### src/rtl/final_soc_nios2_qsys_0_oci_pkg.sv
// ---------------------------------------------------------------------------
// final_soc_nios2_qsys_0_oci_pkg
//
// Purpose:
//   Shared constants and types for the OCI direct-control-transfer (DCT)
//   trace packer. It holds the frame geometry, the branch-code encoding and
//   the state encoding of the one-entry frame slot.
//
// Contents:
//   DCT_ENTRIES  - codes per frame
//   DCT_CODE_W   - bits per branch code
//   DCT_BUF_W    - width of a full frame (DCT_ENTRIES * DCT_CODE_W)
//   DCT_CNT_W    - width of a code counter able to hold 0..DCT_ENTRIES
//   dct_code_t   - branch-code encoding from the CPU trace port
//   slot_state_t - occupancy of the frame hand-off slot
// ---------------------------------------------------------------------------
package final_soc_nios2_qsys_0_oci_pkg;

  localparam int DCT_ENTRIES = 15;
  localparam int DCT_CODE_W  = 2;
  localparam int DCT_BUF_W   = DCT_ENTRIES * DCT_CODE_W;
  localparam int DCT_CNT_W   = $clog2(DCT_ENTRIES + 1);

  // The reserved code is still stored verbatim; the packer never filters codes.
  typedef enum logic [DCT_CODE_W-1:0] {
    DCT_RESERVED  = 2'b00,
    DCT_NOT_TAKEN = 2'b01,
    DCT_TAKEN     = 2'b10,
    DCT_INDIRECT  = 2'b11
  } dct_code_t;

  typedef enum logic {
    SLOT_EMPTY = 1'b0,
    SLOT_FULL  = 1'b1
  } slot_state_t;

endpackage

### src/rtl/final_soc_nios2_qsys_0_oci_dct_slot.sv
// ---------------------------------------------------------------------------
// final_soc_nios2_qsys_0_oci_dct_slot
//
// Purpose:
//   One-entry valid/ready register between the DCT packer and the OCI trace
//   FIFO, plus the sticky overflow flag. A new frame is accepted when the
//   slot is empty or is being drained on the same edge, which gives one frame
//   per cycle with no bubble. A frame arriving while the slot is full and not
//   drained is dropped and the old frame is kept.
//
// Ports:
//   clk          in   clock, rising edge
//   reset_n      in   asynchronous active-low reset
//   emit         in   packer offers a frame this cycle
//   emit_data    in   frame payload offered by the packer
//   emit_count   in   number of codes in the offered frame
//   frame_ready  in   downstream takes the frame held in the slot
//   overflow_clr in   clears the sticky overflow flag
//   frame_valid  out  slot holds a frame
//   frame_data   out  frame payload
//   frame_count  out  codes in the held frame
//   overflow     out  sticky: at least one frame was dropped
// ---------------------------------------------------------------------------
module final_soc_nios2_qsys_0_oci_dct_slot
  import final_soc_nios2_qsys_0_oci_pkg::*;
#(
  parameter int BUF_W = DCT_BUF_W,
  parameter int CNT_W = DCT_CNT_W
) (
  input  logic             clk,
  input  logic             reset_n,
  input  logic             emit,
  input  logic [BUF_W-1:0] emit_data,
  input  logic [CNT_W-1:0] emit_count,
  input  logic             frame_ready,
  input  logic             overflow_clr,
  output logic             frame_valid,
  output logic [BUF_W-1:0] frame_data,
  output logic [CNT_W-1:0] frame_count,
  output logic             overflow
);

  slot_state_t      state_q;
  logic [BUF_W-1:0] data_q;
  logic [CNT_W-1:0] count_q;
  logic             overflow_q;
  logic             drop;

  // A frame is lost only when the slot is occupied and not being drained.
  assign drop = (state_q == SLOT_FULL) & emit & ~frame_ready;

  // Slot FSM together with its payload and the overflow flag. The payload is
  // only written when a frame is actually accepted, so it stays stable while
  // the slot waits for frame_ready. Setting the overflow flag wins over a
  // simultaneous clear so that no drop event can go unreported.
  always_ff @(posedge clk or negedge reset_n) begin
    if (!reset_n) begin
      state_q    <= SLOT_EMPTY;
      data_q     <= '0;
      count_q    <= '0;
      overflow_q <= 1'b0;
    end else begin
      case (state_q)
        SLOT_EMPTY: begin
          if (emit) begin
            state_q <= SLOT_FULL;
            data_q  <= emit_data;
            count_q <= emit_count;
          end
        end
        SLOT_FULL: begin
          if (emit) begin
            if (frame_ready) begin
              data_q  <= emit_data;
              count_q <= emit_count;
            end
          end else if (frame_ready) begin
            state_q <= SLOT_EMPTY;
          end
        end
        default: state_q <= SLOT_EMPTY;
      endcase

      if (drop) begin
        overflow_q <= 1'b1;
      end else if (overflow_clr) begin
        overflow_q <= 1'b0;
      end
    end
  end

  assign frame_valid = (state_q == SLOT_FULL);
  assign frame_data  = data_q;
  assign frame_count = count_q;
  assign overflow    = overflow_q;

endmodule

### src/rtl/final_soc_nios2_qsys_0_oci_dct_packer.sv
// ---------------------------------------------------------------------------
// final_soc_nios2_qsys_0_oci_dct_packer
//
// Purpose:
//   Packs the Nios II DCT trace stream (one 2-bit branch code per cycle) into
//   30-bit frames. Codes are shifted into a live buffer, newest code in the
//   low bits. A frame is emitted when the 15th code arrives, on flush, or
//   when tracing is switched off, and is handed to the trace FIFO through a
//   one-entry valid/ready slot.
//
// Ports:
//   clk          in   clock, rising edge
//   reset_n      in   asynchronous active-low reset
//   trc_on       in   trace enable; codes are ignored while low
//   dct_valid    in   a code is presented this cycle
//   dct_code     in   branch code (01 not taken, 10 taken, 11 indirect)
//   flush        in   emit the partial frame, if any
//   dct_buffer   out  live buffer, newest code in [1:0]
//   dct_count    out  live code count, 0..14
//   frame_valid  out  frame slot occupied
//   frame_data   out  frame payload
//   frame_count  out  codes in frame, 1..15
//   frame_ready  in   downstream accepts the frame
//   overflow     out  sticky: a frame was dropped
//   overflow_clr in   clears overflow
// ---------------------------------------------------------------------------
module final_soc_nios2_qsys_0_oci_dct_packer #(
  parameter int DCT_ENTRIES = final_soc_nios2_qsys_0_oci_pkg::DCT_ENTRIES,
  parameter int DCT_CODE_W  = final_soc_nios2_qsys_0_oci_pkg::DCT_CODE_W
) (
  input  logic                              clk,
  input  logic                              reset_n,
  input  logic                              trc_on,
  input  logic                              dct_valid,
  input  logic [DCT_CODE_W-1:0]             dct_code,
  input  logic                              flush,
  output logic [DCT_ENTRIES*DCT_CODE_W-1:0] dct_buffer,
  output logic [$clog2(DCT_ENTRIES+1)-1:0]  dct_count,
  output logic                              frame_valid,
  output logic [DCT_ENTRIES*DCT_CODE_W-1:0] frame_data,
  output logic [$clog2(DCT_ENTRIES+1)-1:0]  frame_count,
  input  logic                              frame_ready,
  output logic                              overflow,
  input  logic                              overflow_clr
);

  import final_soc_nios2_qsys_0_oci_pkg::*;

  localparam int BUF_W = DCT_ENTRIES * DCT_CODE_W;
  localparam int CNT_W = $clog2(DCT_ENTRIES + 1);
  localparam logic [CNT_W-1:0] FULL_CNT = CNT_W'(DCT_ENTRIES);

  logic [BUF_W-1:0] buf_q, buf_d;
  logic [CNT_W-1:0] cnt_q, cnt_d;
  logic             trc_on_q, trc_on_d;

  logic             accept;
  logic [BUF_W-1:0] buf_post;
  logic [CNT_W-1:0] cnt_post;
  logic             trc_fall;
  logic             emit;

  assign accept   = trc_on & dct_valid;
  assign trc_fall = trc_on_q & ~trc_on;

  // Emit decisions look at the buffer as it would be after this cycle's
  // code, so the code that completes a frame (or arrives alongside a flush)
  // travels with that frame instead of starting the next one. Because the
  // 15th code always emits, the live count never shows 15.
  always_comb begin
    buf_post = buf_q;
    cnt_post = cnt_q;
    if (accept) begin
      buf_post = {buf_q[BUF_W-DCT_CODE_W-1:0], dct_code};
      cnt_post = cnt_q + CNT_W'(1);
    end

    emit = (cnt_post == FULL_CNT) |
           ((cnt_post != '0) & (flush | trc_fall));

    buf_d    = emit ? '0 : buf_post;
    cnt_d    = emit ? '0 : cnt_post;
    trc_on_d = trc_on;
  end

  // Live buffer, count and the registered trc_on used for edge detection.
  always_ff @(posedge clk or negedge reset_n) begin
    if (!reset_n) begin
      buf_q    <= '0;
      cnt_q    <= '0;
      trc_on_q <= 1'b0;
    end else begin
      buf_q    <= buf_d;
      cnt_q    <= cnt_d;
      trc_on_q <= trc_on_d;
    end
  end

  assign dct_buffer = buf_q;
  assign dct_count  = cnt_q;

  final_soc_nios2_qsys_0_oci_dct_slot #(
    .BUF_W (BUF_W),
    .CNT_W (CNT_W)
  ) u_slot (
    .clk          (clk),
    .reset_n      (reset_n),
    .emit         (emit),
    .emit_data    (buf_post),
    .emit_count   (cnt_post),
    .frame_ready  (frame_ready),
    .overflow_clr (overflow_clr),
    .frame_valid  (frame_valid),
    .frame_data   (frame_data),
    .frame_count  (frame_count),
    .overflow     (overflow)
  );

endmodule

### config.mk
export PLATFORM = sky130hd
export DESIGN_NAME = final_soc_nios2_qsys_0_oci_dct_packer
export DESIGN_NICKNAME = d
export VERILOG_FILES = /design/src/rtl/final_soc_nios2_qsys_0_oci_pkg.sv /design/src/rtl/final_soc_nios2_qsys_0_oci_dct_slot.sv /design/src/rtl/final_soc_nios2_qsys_0_oci_dct_packer.sv
export SDC_FILE = /design/constraint.sdc
export NUM_CORES = 1
export LEC_CHECK = 0
export BUFFER_PORTS_ARGS = -buffer_cell sky130_fd_sc_hd__buf_2
export CORE_MARGIN = 5
export CORE_UTILIZATION = 52
export DETAILED_ROUTE_END_ITERATION = 10
export HOLD_SLACK_MARGIN = 0.08
export PLACE_DENSITY = 0.79
export SLEW_MARGIN = 20
export SYNTH_ARGS = -nofsm -noshare
export SYNTH_HDL_FRONTEND = slang
export SYNTH_SLANG_ARGS = --single-unit
### constraint.sdc
create_clock -name clk -period 2.2 [get_ports clk]
set_input_delay 0.22 -clock clk [delete_from_list [all_inputs] [get_ports clk]]
set_output_delay 0.22 -clock clk [all_outputs]
set_load 0.02 [all_outputs]
==> flow_metrics.py, run 1 <==
metrics = {
    "run_status": {
        "status": "finished clean",
    },
    "clock_network": {
        "clk_path_buf_depth": 2,
        "cts.reportedPaths.clkPinSlew_ps": 70,
        "clock-sinks": 71,
        "cts_tree": "done",
        "cts_root_buf": "clkbuf_8",
        "cts_made_buffers": 9,
        "worstSkewPairLatency_ps": 340,
        "h-tree-depth": 3,
    },
    "setup_path": {
        "critPathArrivalTime_ps": 2290,
        "startpoint_type": "input pin",
        "slowest_stage": "dlygate4sd3_1",
        "cp-end-kind": "register",
        "cp_max_fo": 23,
        "crit_required_ps": 2450,
        "max_stage_delay_ps": 520,
        "criticalPathCategory": "input pin to register",
        "cp_cell_sequence": "dlygate4sd3_1 -> buf_2 -> nand2_2 -> or3_4 -> and3_4 -> o22ai_4 -> buf_12 -> mux2i_1",
    },
    "pwr": {
        "power.total_w": 0.00348,
        "leakage_nw": 1.98,
        "peakVddDrop_v": 0.000512,
        "power_density_nw_per_um2": 953,
    },
    "layout": {
        "finish.net_count": 340,
        "final_core_util": 0.660,
        "antenna_cells": 0,
        "final_cells": 406,
        "area_delta_synth_final_pct": 22.3,
        "drive_above_1_share": 0.317,
        "nFillCells": 452,
    },
    "worst_hold_path": {
        "hold_class": "input pin to register",
    },
    "sta": {
        "tightest_slew_ps": 447,
        "drv_slew": 0,
        "period_needed_ps": 2030,
        "fin_setup_tns_ps": 0,
        "finalCritPeriodShare": 0.924,
        "setup_viol": 0,
        "skew_ps": 10.0,
        "fmax_mhz": 492,
        "relSlewSlack": 0.702,
        "timing.final.ws_setup_ps": 168,
        "hold_viol": 0,
        "rsz0062_at_grt": "false",
    },
    "placed_design": {
        "port_buffers": 78,
        "pre_cts_ws_ps": 64.5,
        "dpl.hpwl_um": 4340,
        "place.gp.congestion": 0.738,
        "dp_cells": 389,
    },
    "global_routing": {
        "grt_pass1_vias": 2093,
        "antenna_found_initial": 0,
        "overflow": 0,
        "grt_pass1_wl_um": 10500,
        "grt_max_degree": 72,
        "grt_usage": 0.183,
    },
    "synth": {
        "yosys-top-cells-count": "dfrtp_1, mux2i_1, inv_1",
        "synth_top_cell_by_area": "dfrtp_1",
        "synthCells": 242,
        "synth_nets": 252,
        "yosysSeqAreaShare": 0.594,
        "yosys-top-cells-area": "dfrtp_1, mux2i_1, inv_1, nor2_1, buf_12",
        "ys_warn_count": 0,
        "synth.most_common_cell": "dfrtp_1",
        "yosysTopAreaCellShare": 0.594,
        "synth_edf_count": 0,
        "synthArstFlopShare": 1.00,
        "avgSynthCellArea_um2": 12.4,
        "netlist_area_um2": 2990,
        "synthFlopType": "dfrtp_1",
        "ys_ff_latch": 71,
        "yosysUniqueCellTypes": 29,
    },
    "floorplan": {
        "pin_count": 79,
        "rows": 27,
        "start_util": 0.540,
        "fp.dieH_um": 85.8,
        "die-area_um2": 7370,
        "core_area_um2": 5540,
        "die_w_um": 85.8,
    },
    "routing": {
        "vias": 1984,
        "wl_per_cell_um": 15.3,
        "vias_per_cell": 4.89,
        "dr.pass1.iters": 4,
        "final_antenna_net_count": 0,
        "drc": 0,
        "routed_wl_um": 6210,
        "initialDrtViolationCount": 97,
    },
    "run": {
        "drv_cap": 0,
    },
}
[cells in the final DEF, fill, tap and decap left out, types with 2 or more instances in the layout]
master,n
buf_2,78
dfrtp_1,71
mux2i_1,63
inv_1,35
nor2_1,32
clkbuf_8,9
buf_4,5
nand2b_1,4
clkinv_2,3
buf_12,3
nand3_1,2
nand2_1,2
nand4b_1,2
o21ai_0,2
a21oi_1,2
nor2b_1,2
o22ai_4,2
clkbuf_1,2
dlygate4sd3_1,2
[path summary, 6_finish.rpt]
path,from,end,slack [ps],depth (start not counted)
hold reg to reg,u_slot.frame_data[29],u_slot.frame_data[29],510,2
setup reg to reg,dct_count[0],u_slot.frame_count[1],190,8
hold / removal,dct_code[0],dct_buffer[0],160,3
max in group asynchronous,reset_n,u_slot.overflow,1460,3
setup / recovery,trc_on,u_slot.frame_count[1],170,8
min in group asynchronous,reset_n,u_slot.frame_data[26],400,3
[metrics by stage]
step                      hold slack (ps)  area, um^2
final                                 160        3660
after CTS                             148        3650
after detailed placement              276        3470
after floorplan                     -75.6        2990
after global routing                  167        3660
after global placement                272        3470
[sequential cells by signal, indices dropped and copies added, names as in the netlist]
name,flops
dct_buffer,30
u_slot.frame_data,30
dct_count,4
u_slot.frame_count,4
trc_on_q,1
u_slot.frame_valid,1
u_slot.overflow,1
[cell type report]
| type | count | area, um^2 | area share |
|---|---|---|---|
| Sequential cell | 71 | 1780 | 0.486 |
| Timing Repair Buffer | 88 | 508 | 0.139 |
| Multi-Input combinational cell | 125 | 995 | 0.272 |
| Clock inverter | 4 | 23.8 | 0.00650 |
| Clock buffer | 11 | 131 | 0.0359 |
| Inverter | 35 | 131 | 0.0359 |
| Tap cell | 72 | 90.1 | 0.0246 |
[cells by family (layout without fill, tap and decap cells)]
| logic type | Yosys count | in the layout | share of synthesized area |
|---|---|---|---|
| AOI/OAI and AO/OA | 10 | 10 | 0.0264 |
| xor gates and xnor gates | 2 | 2 | 0.00586 |
| adders and majority gates | 1 | 1 | 0.00418 |
| buffers and inverters | 46 | 138 | 0.0787 |
| DFF | 71 | 71 | 0.594 |
| muxes | 64 | 64 | 0.215 |
| and+or+nand+nor | 48 | 48 | 0.0762 |
[worst max-delay path, delay by kind of cell]
kind | cells | cell delay (ps)
AO/OA/AOI/OAI | 1 | 220
AND/OR/NAND/NOR | 3 | 660
buffers and inverters | 3 | 930
multiplexers | 1 | 230
[per-layer routing]
metal | track usage | wire length [um] | share of wire | vias to the layer above
li1 | - | - | - | 955
met1 | 0.247 | 2650 | 0.43 | 971
met2 | 0.282 | 3150 | 0.51 | 50
met3 | 0.0423 | 320 | 0.052 | 8
met4 | 0.0849 | 94 | 0.015 | 0
met5 | 0 | 0 | 0 | -
[timing repair]
| item | CTS | global route |
|---|---|---|
| endpoints found under the hold margin | 72 | 0 |
| resized for setup | 0 | 1 |
| buffers inserted | 0 | 0 |
| endpoints found under the setup margin | 0 | 23 |
| hold buffers | 2 | 0 |
[report_power, final]
part	internal [W]	switching (W)	total, W
clock network	0.000400	0.000462	0.000862
registers	0.00143	0.0000928	0.00153
logic	0.000441	0.000654	0.00110
(Power assumes the default switching activity.)
==> inputs of run 2 (changes only) <==
- CORE_UTILIZATION: 52 -> 40
- CTS_CLUSTER_DIAMETER: default -> 30
- PLACE_DENSITY: 0.79 -> default
==> flow_metrics.py, run 2 (synthesis results as in run 1) <==
metrics = {
    "run_status": {
        "status": "finished clean",
    },
    "sta": {
        "finalCritPeriodShare": 0.906,
        "skew_ps": 11.3,
        "relSlewSlack": 0.653,
        "rsz0062_at_grt": "false",
        "hold_viol": 0,
        "tightest_slew_ps": 521,
        "fin_setup_tns_ps": 0,
        "period_needed_ps": 1990,
        "timing.final.ws_setup_ps": 206,
        "drv_slew": 0,
        "setup_viol": 0,
        "fmax_mhz": 501,
    },
    "setup_path": {
        "reg2regPathDepth": 7,
        "reg2reg_slack_ps": 210,
        "cp-end-kind": "register",
        "criticalPathCategory": "register to register",
        "crit_required_ps": 2440,
        "worstReg2RegEnd": "u_slot.frame_data[6]",
        "r2r_start": "dct_count[0]",
        "cp_max_fo": 17,
        "critPathArrivalTime_ps": 2240,
        "startpoint_type": "register",
    },
    "global_routing": {
        "grt_max_degree": 72,
        "grtUsageMet3": 0.0403,
        "grt_pass1_vias": 2061,
        "met2_usage": 0.230,
        "antenna_found_initial": 0,
        "met1_usage": 0.191,
        "grt-busiest-layer": "met2",
        "overflow": 0,
        "grt_pass1_wl_um": 10300,
        "grt_usage": 0.145,
    },
    "pwr": {
        "p_switching_w": 0.00122,
        "seq_power_share": 0.410,
        "leakage_nw": 2.00,
        "peakVddDrop_v": 0.000430,
        "p_clk_frac": 0.292,
        "power_density_nw_per_um2": 995,
        "p_comb_frac": 0.298,
        "p_sw_frac": 0.328,
        "p_int_w": 0.00251,
    },
    "run": {
        "drv_cap": 0,
    },
    "floorplan": {
        "fp.dieH_um": 96.5,
        "start_util": 0.412,
        "die_w_um": 96.5,
        "pin_count": 79,
        "die-area_um2": 9310,
        "rows": 31,
        "core_area_um2": 7250,
    },
    "worst_hold_path": {
        "min_from": "dct_code[1]",
        "min_to": "dct_buffer[1]",
        "hold_class": "input pin to register",
        "min_path_cells": 3,
    },
    "layout": {
        "final_common_cell": "buf_2",
        "finish.net_count": 339,
        "area_delta_synth_final_pct": 25.4,
        "layout_common_cells": "buf_2, dfrtp_1, mux2i_1",
        "drive_above_1_share": 0.320,
        "antenna_cells": 0,
    },
    "placed_design": {
        "place.gp.congestion": 0.720,
        "port_buffers": 78,
        "dpl.hpwl_um": 4230,
        "pre_cts_ws_ps": 94.8,
    },
    "clock_network": {
        "cts_root_buf": "clkbuf_8",
        "post_cts_buffers": 0,
        "clock-sinks": 71,
        "h-tree-depth": 3,
        "clk_path_buf_depth": 2,
        "cts_tree": "done",
        "worstSkewPairLatency_ps": 330,
        "cts.reportedPaths.clkPinSlew_ps": 80,
        "cts_made_buffers": 9,
    },
    "routing": {
        "routed_wl_um": 6290,
        "wl_per_cell_um": 14.5,
        "dr.pass1.iters": 4,
        "vias": 1993,
        "final_antenna_net_count": 0,
        "initialDrtViolationCount": 49,
        "vias_per_cell": 4.60,
        "drc": 0,
    },
}
## run 2: layer usage
metal	share of wire	wire length, um
met5	0	0
met4	0.0079	50
met3	0.047	295
met2	0.49	3080
met1	0.46	2870
## run 2: repair_timing
action                     in CTS  in global routing
hold buffers                    2                  0
gates resized for setup         0                  1
hold endpoints to repair       72                  0
setup endpoints to repair       0                 25
## run 2: worst max-delay path by stage
stage	startpoint	end	slack [ps]	cells past startpoint
2_1_floorplan	dct_count[0]	u_slot.frame_count[3]	220	7
3_3_place_gp	dct_count[0]	dct_count[3]	180	7
3_5_place_dp	dct_count[0]	dct_count[3]	90	7
4_1_cts	dct_count[0]	dct_count[3]	70	7
5_1_grt	dct_count[0]	u_slot.frame_data[27]	60	8
6_report	dct_count[0]	u_slot.frame_data[6]	210	7
## run 2: cell type report
class / instances / area [um^2]
clock inverter: 3 / 40.0
timing repair buffer: 87 / 513
clock buffer: 13 / 169
fill: 646 / 3500
multi-input combinational: 125 / 995
sequential: 71 / 1780
inverter: 35 / 131
tap: 99 / 124
## run 2: metrics by stage
stage          instance area, um^2  std cells   util  hold WS [ps]  power [W]
2_1_floorplan                 2990        242      -         -75.6    0.00237
3_3_place_gp                  3510        415  0.484           279    0.00265
3_5_place_dp                  3510        415  0.484           279    0.00267
4_1_cts                       3740        433  0.516           164    0.00376
5_1_grt                       3750        433  0.517           163    0.00394
6_report                      3750        433  0.517           178    0.00373
## run 2: worst max-delay path, cell delays in order, from the launching register on
cell,delay (ps)
dfrtp_1,470
ha_1,360
nand4b_1,120
o31ai_1,70
and3_4,210
o22ai_4,250
buf_12,220
mux2i_1,210
## run 2: power by group through the flow
stage,logic [W],registers (W),clock network (W)
floorplan,0.000660,0.00171,0
global placement,0.00111,0.00155,0
detailed placement,0.00112,0.00155,0
CTS,0.00112,0.00153,0.00111
global route,0.00121,0.00155,0.00118
finish,0.00111,0.00153,0.00109
